**config.mk**
```make
export PLATFORM = sky130hd
export DESIGN_NAME = bus_merge_flat
export DESIGN_NICKNAME = d
export VERILOG_FILES = /design/src/rtl/bus_merge_pkg.sv /design/src/rtl/bus_merge_if.sv /design/src/rtl/bus_merge_field_latch.sv /design/src/rtl/bus_merge.sv /design/src/flat_wrapper.sv
export SDC_FILE = /design/constraint.sdc
export NUM_CORES = 1
export LEC_CHECK = 0
export ABC_AREA = 0
export CORE_MARGIN = 10
export CORE_UTILIZATION = 42
export CTS_CLUSTER_DIAMETER = 120
export DETAILED_ROUTE_END_ITERATION = 8
export PLACE_DENSITY = 0.77
export RECOVER_POWER = 25
export SLEW_MARGIN = 40
export SYNTH_ARGS = -nofsm -noshare
export SYNTH_HDL_FRONTEND = slang
export SYNTH_SLANG_ARGS = --single-unit
```
**constraint.sdc**
```tcl
create_clock -name clk -period 1 [get_ports clk]
set_input_delay 0.2 -clock clk [delete_from_list [all_inputs] [get_ports clk]]
set_output_delay 0.2 -clock clk [all_outputs]
set_load 0.005 [all_outputs]
```
**src/rtl/bus_merge_pkg.sv**
```systemverilog
// Shared constants and state encodings for the 12-bit bus merger.
package bus_merge_pkg;

  localparam int W1 = 8;        // low field y1 -> A[W1-1:0]
  localparam int W2 = 4;        // high field y2 -> A[W1+W2-1:W1]
  localparam int WA = W1 + W2;  // merged word width

  // Holding-register occupancy, encoded as {h2_full, h1_full}.
  localparam logic [1:0] ST_EMPTY     = 2'b00;
  localparam logic [1:0] ST_HAVE_Y1   = 2'b01;
  localparam logic [1:0] ST_HAVE_Y2   = 2'b10;
  localparam logic [1:0] ST_HAVE_BOTH = 2'b11;

  typedef enum logic [1:0] {
    EMPTY     = ST_EMPTY,
    HAVE_Y1   = ST_HAVE_Y1,
    HAVE_Y2   = ST_HAVE_Y2,
    HAVE_BOTH = ST_HAVE_BOTH
  } state_e;

endpackage

```
**src/rtl/bus_merge_if.sv**
```systemverilog
// Field-input and merged-output handshakes of bus_merge.
interface bus_merge_if;

  logic [bus_merge_pkg::W1-1:0] y1;
  logic                         y1_valid;
  logic                         y1_ready;
  logic [bus_merge_pkg::W2-1:0] y2;
  logic                         y2_valid;
  logic                         y2_ready;
  logic [bus_merge_pkg::WA-1:0] A;
  logic                         A_valid;
  logic                         A_ready;

  // Merger side: consumes fields, produces the merged word.
  modport slave (
    input  y1, y1_valid, y2, y2_valid, A_ready,
    output y1_ready, y2_ready, A, A_valid
  );

  // Environment side: field producers and word consumer.
  modport master (
    output y1, y1_valid, y2, y2_valid, A_ready,
    input  y1_ready, y2_ready, A, A_valid
  );

endinterface

```
**src/rtl/bus_merge_field_latch.sv**
```systemverilog
// One-entry holding register for a single field with a valid/ready input.
// Ready is the inverse of the full flag, so it never depends on an input.
module field_latch #(
  parameter int W = 8
) (
  input  logic         clk,
  input  logic         rst,
  input  logic [W-1:0] d,
  input  logic         d_valid,
  output logic         d_ready,
  input  logic         clr,
  output logic [W-1:0] q,
  output logic         full
);

  logic [W-1:0] data_q;
  logic         full_q;

  // Capture a field when empty; release it when the merger takes it.
  always_ff @(posedge clk) begin
    // NOTE: non-blocking assignments in clocked blocks so every register
    // samples pre-edge values regardless of statement order.
    if (rst) begin
      // NOTE: the data register is cleared too, so a discarded partial
      // word can never leak into a later merge.
      data_q <= '0;
      full_q <= 1'b0;
    end else if (clr) begin
      full_q <= 1'b0;
    end else if (d_valid && !full_q) begin
      data_q <= d;
      full_q <= 1'b1;
    end
  end

  assign d_ready = !full_q;
  assign q       = data_q;
  assign full    = full_q;

endmodule

```
**src/rtl/bus_merge.sv**
```systemverilog
// Rebuilds a 12-bit word A = {y2, y1} from independently arriving fields
// and hands it to the consumer through a registered valid/ready output.
module bus_merge
  import bus_merge_pkg::*;
(
  input logic        clk,
  input logic        rst,
  bus_merge_if.slave bus
);

  logic [W1-1:0] h1_q;
  logic [W2-1:0] h2_q;
  logic          h1_full;
  logic          h2_full;
  state_e        state;
  logic          merge;

  logic [WA-1:0] a_q, a_d;
  logic          a_valid_q, a_valid_d;

  field_latch #(.W(W1)) u_lat_y1 (
    .clk     (clk),
    .rst     (rst),
    .d       (bus.y1),
    .d_valid (bus.y1_valid),
    .d_ready (bus.y1_ready),
    .clr     (merge),
    .q       (h1_q),
    .full    (h1_full)
  );

  field_latch #(.W(W2)) u_lat_y2 (
    .clk     (clk),
    .rst     (rst),
    .d       (bus.y2),
    .d_valid (bus.y2_valid),
    .d_ready (bus.y2_ready),
    .clr     (merge),
    .q       (h2_q),
    .full    (h2_full)
  );

  // Merge when both fields are held and the output slot is free or draining.
  always_comb begin
    // NOTE: every always_comb output gets a default first, so no path
    // leaves it unassigned and no latch is inferred.
    a_d       = a_q;
    a_valid_d = a_valid_q;
    state     = state_e'({h2_full, h1_full});
    merge     = (state == HAVE_BOTH) && (!a_valid_q || bus.A_ready);
    if (merge) begin
      a_d       = {h2_q, h1_q};
      a_valid_d = 1'b1;
    end else if (a_valid_q && bus.A_ready) begin
      a_valid_d = 1'b0;
    end
  end

  // Output word register; A holds its value while backpressured.
  always_ff @(posedge clk) begin
    if (rst) begin
      a_q       <= '0;
      a_valid_q <= 1'b0;
    end else begin
      a_q       <= a_d;
      a_valid_q <= a_valid_d;
    end
  end

  assign bus.A       = a_q;
  assign bus.A_valid = a_valid_q;

endmodule

```
**src/flat_wrapper.sv**
```systemverilog
// flat-port wrapper written by rule: the top's interface ports become plain ports
module bus_merge_flat import bus_merge_pkg::*;
  (clk, rst, bus_y1, bus_y1_valid, bus_y2, bus_y2_valid, bus_A_ready, bus_y1_ready, bus_y2_ready, bus_A, bus_A_valid);
  bus_merge_if bus_i ();
  input logic clk;
  input logic rst;
  input wire logic [$bits(bus_i.y1)-1:0] bus_y1;
  input wire logic [$bits(bus_i.y1_valid)-1:0] bus_y1_valid;
  input wire logic [$bits(bus_i.y2)-1:0] bus_y2;
  input wire logic [$bits(bus_i.y2_valid)-1:0] bus_y2_valid;
  input wire logic [$bits(bus_i.A_ready)-1:0] bus_A_ready;
  output wire logic [$bits(bus_i.y1_ready)-1:0] bus_y1_ready;
  output wire logic [$bits(bus_i.y2_ready)-1:0] bus_y2_ready;
  output wire logic [$bits(bus_i.A)-1:0] bus_A;
  output wire logic [$bits(bus_i.A_valid)-1:0] bus_A_valid;
  assign bus_i.y1 = bus_y1;
  assign bus_i.y1_valid = bus_y1_valid;
  assign bus_i.y2 = bus_y2;
  assign bus_i.y2_valid = bus_y2_valid;
  assign bus_i.A_ready = bus_A_ready;
  assign bus_y1_ready = bus_i.y1_ready;
  assign bus_y2_ready = bus_i.y2_ready;
  assign bus_A = bus_i.A;
  assign bus_A_valid = bus_i.A_valid;
  bus_merge u_core (.clk(clk), .rst(rst), .bus(bus_i));
endmodule
```
==> flow_summary.ini <==
[final_layout]
drive_gt1_frac = 0.459
mostFrequentLayoutCells = mux2i_1 (24), clkdlybuf4s50_1 (16), or2b_2 (15), dfxtp_2 (15), nor2_1 (14)
final_area_um2 = 1610
area_delta_synth_final_pct = 38.2
finalNonFillerCells = 179
final_common_cell = mux2i_1
antenna_cells = 0
nFillCells = 260
fin_util = 0.593
finalNetCount = 166

[power_and_ir_drop]
power_mw = 1.92
leakage_nw = 0.660
power_per_cell_area_nw_per_um2 = 1200
peakVddDrop_mv = 0.896

[floorplanning]
fp-row-count = 19
fp.coreArea_um2 = 2710
die_width_um = 72.6
dieArea_um2 = 5270
initial_core_util = 0.429
dieHeight_um = 72.6
ioPinCount = 32

[clock_tree]
cts_num_sinks = 27
cts_buffers = 3
clock_path_buffers = 2
h-tree-depth = 1
postCtsHoldBufs = 0
cts_root_buffer = clkbuf_4
clock_latency_ns = 0.33
cts_tree = done
path_clk_slew_ns = 0.15

[global_routing]
grtUsageTotal = 0.0873
antenna_found_initial = 0
grt_pass1_wl_mm = 3.69
grt_max_degree = 17
grt.overflow.total = 0
grt_pass1_vias = 811

[sta]
post-route-period-util = 1.11
fin_skew_ns = 0.00797
max_freq_mhz = 898
finalSetupViolCount = 28
relSlewSlack = 0.833
period_needed_ns = 1.11
rsz0062_at_grt = true
hold_viol_final = 0
tns_ns = -1.98
drv_slew = 0
tightestPinTransition_ns = 0.251
setup_ws_ns = -0.114
holdWs_ns = 0.479

[critical_path]
worstPathArrival_ns = 1.34
cpLargestDelayFamily = flip-flops
cp_common_cell = buf_6
end_kind = register
max_stage_delay_ns = 0.35
crit_chain = buf_6 -> nor2b_1 -> buf_6 -> mux2i_1 -> nor2_1
worstPathRequired_ns = 1.22
path_class = reg2reg
cp-start-kind = register
crit_path_max_fanout = 8
slowest_stage = dfxtp_2
path_buf_inv = 2

[synth]
synth_fp_nets = 124
ys_ff_latch = 27
synth.avg_cell_area_um2 = 10.9
synth_cell_types = 17
netlist_instances = 107
yosysSeqAreaShare = 0.465
syn-cell-area_um2 = 1160
yosys_warnings = 0

[placed_design]
portBuffers = 31
gp_congestion = 0.754
dpl.cell_count = 170
placed_area_um2 = 1530
hpwlAfterDp_mm = 1.80
post-place-ws_ns = -0.390

[drt]
wl_per_cell_um = 13.0
route.vias.total = 814
drc_errors = 0
wl_mm = 2.33
antenna_left = 0
dr.pass1.iters = 4
vias_per_cell = 4.55
drtIter0Drc = 19

[outcome]
violations = negative setup slack
outcome = finished, violations left

[hold_path]
hp-class = in2reg

[flow_run]
maxCapViolCount = 0
==> logic make-up (layout without fill, tap and decap cells) <==
kind of cell    count (synthesis)  in the layout  share of synthesized area
compound gates                  1              1                    0.00430
buf+inv                        10             51                     0.0603
flops                          27             27                      0.465
mux                            24             24                      0.207
simple gates                   45             45                      0.264
==> where the power goes <==
part / total, mW / leakage [nW] / switching [mW] / internal (mW)
registers: 1.15 / 0.227 / 0.0233 / 1.12
clock network: 0.473 / 0.0177 / 0.322 / 0.150
logic: 0.304 / 0.415 / 0.112 / 0.192
==> synth_stat cells (all sizes together) <==
| library cell | number | area (um^2) |
|---|---|---|
| clkbuf | 4 | 16.3 |
| a21oi | 1 | 5.00 |
| dfxtp | 27 | 541 |
| inv | 2 | 7.51 |
| or2b | 15 | 131 |
| nor2b | 3 | 26.3 |
| nor3 | 2 | 20.0 |
| mux2i | 24 | 240 |
| nand2 | 1 | 6.26 |
| nand2b | 10 | 70.1 |
| nor2 | 14 | 52.6 |
| buf | 4 | 46.3 |
==> cell type report <==
type / instances / area [um^2] / share of cell area
Clock buffer: 3 / 22.5 / 0.0140
Clock inverter: 1 / 5.00 / 0.00312
Inverter: 2 / 7.51 / 0.00467
Multi-Input combinational cell: 70 / 552 / 0.343
Sequential cell: 27 / 559 / 0.348
Tap cell: 31 / 38.8 / 0.0241
Timing Repair Buffer: 45 / 422 / 0.262
==> repair_timing <==
item,4_1_cts,5_1_grt
buffers inserted,5,0
pin swaps,0,1
endpoints found under the hold margin,0,0
endpoints found under the setup margin,34,41
resized for setup,78,7
==> worst paths after layout <==
kind / slack, ns / from / to / cells after the start
worst min register to register: 0.49 / u_core.u_lat_y2.q[1]$_SDFFE_PP0P_ / u_core.bus.A[9]$_SDFFE_PP0P_ / 2
worst min-delay path: 0.48 / bus_y1[2] / u_core.u_lat_y1.q[2]$_SDFFE_PP0P_ / 3
worst max register to register: -0.11 / u_core.u_lat_y1.full$_SDFFE_PP0P_ / u_core.u_lat_y1.q[3]$_SDFFE_PP0P_ / 5
worst max-delay path: -0.11 / u_core.u_lat_y1.full$_SDFFE_PP0P_ / u_core.u_lat_y1.q[3]$_SDFFE_PP0P_ / 5
==> routing by layer <==
layer,track usage,share of wire
met2,0.147,0.50
met5,0,0
met4,0.0506,0.023
met1,0.0918,0.41
met3,0.0299,0.072
==> worst reg2reg max path: stages (launching register included) <==
cell and delay [ns]:
dfxtp_2 0.35, buf_6 0.11, nor2b_1 0.14, buf_6 0.17
mux2i_1 0.20, nor2_1 0.05
==> flip-flops by register name, indices dropped and copies added (netlist names) <==
name / flops
u_core.u_lat_y2.full: 1
u_core.bus.A_valid: 1
u_core.bus.A: 12
u_core.u_lat_y1.full: 1
u_core.u_lat_y2.q: 4
u_core.u_lat_y1.q: 8
(Power assumes the default switching activity.)
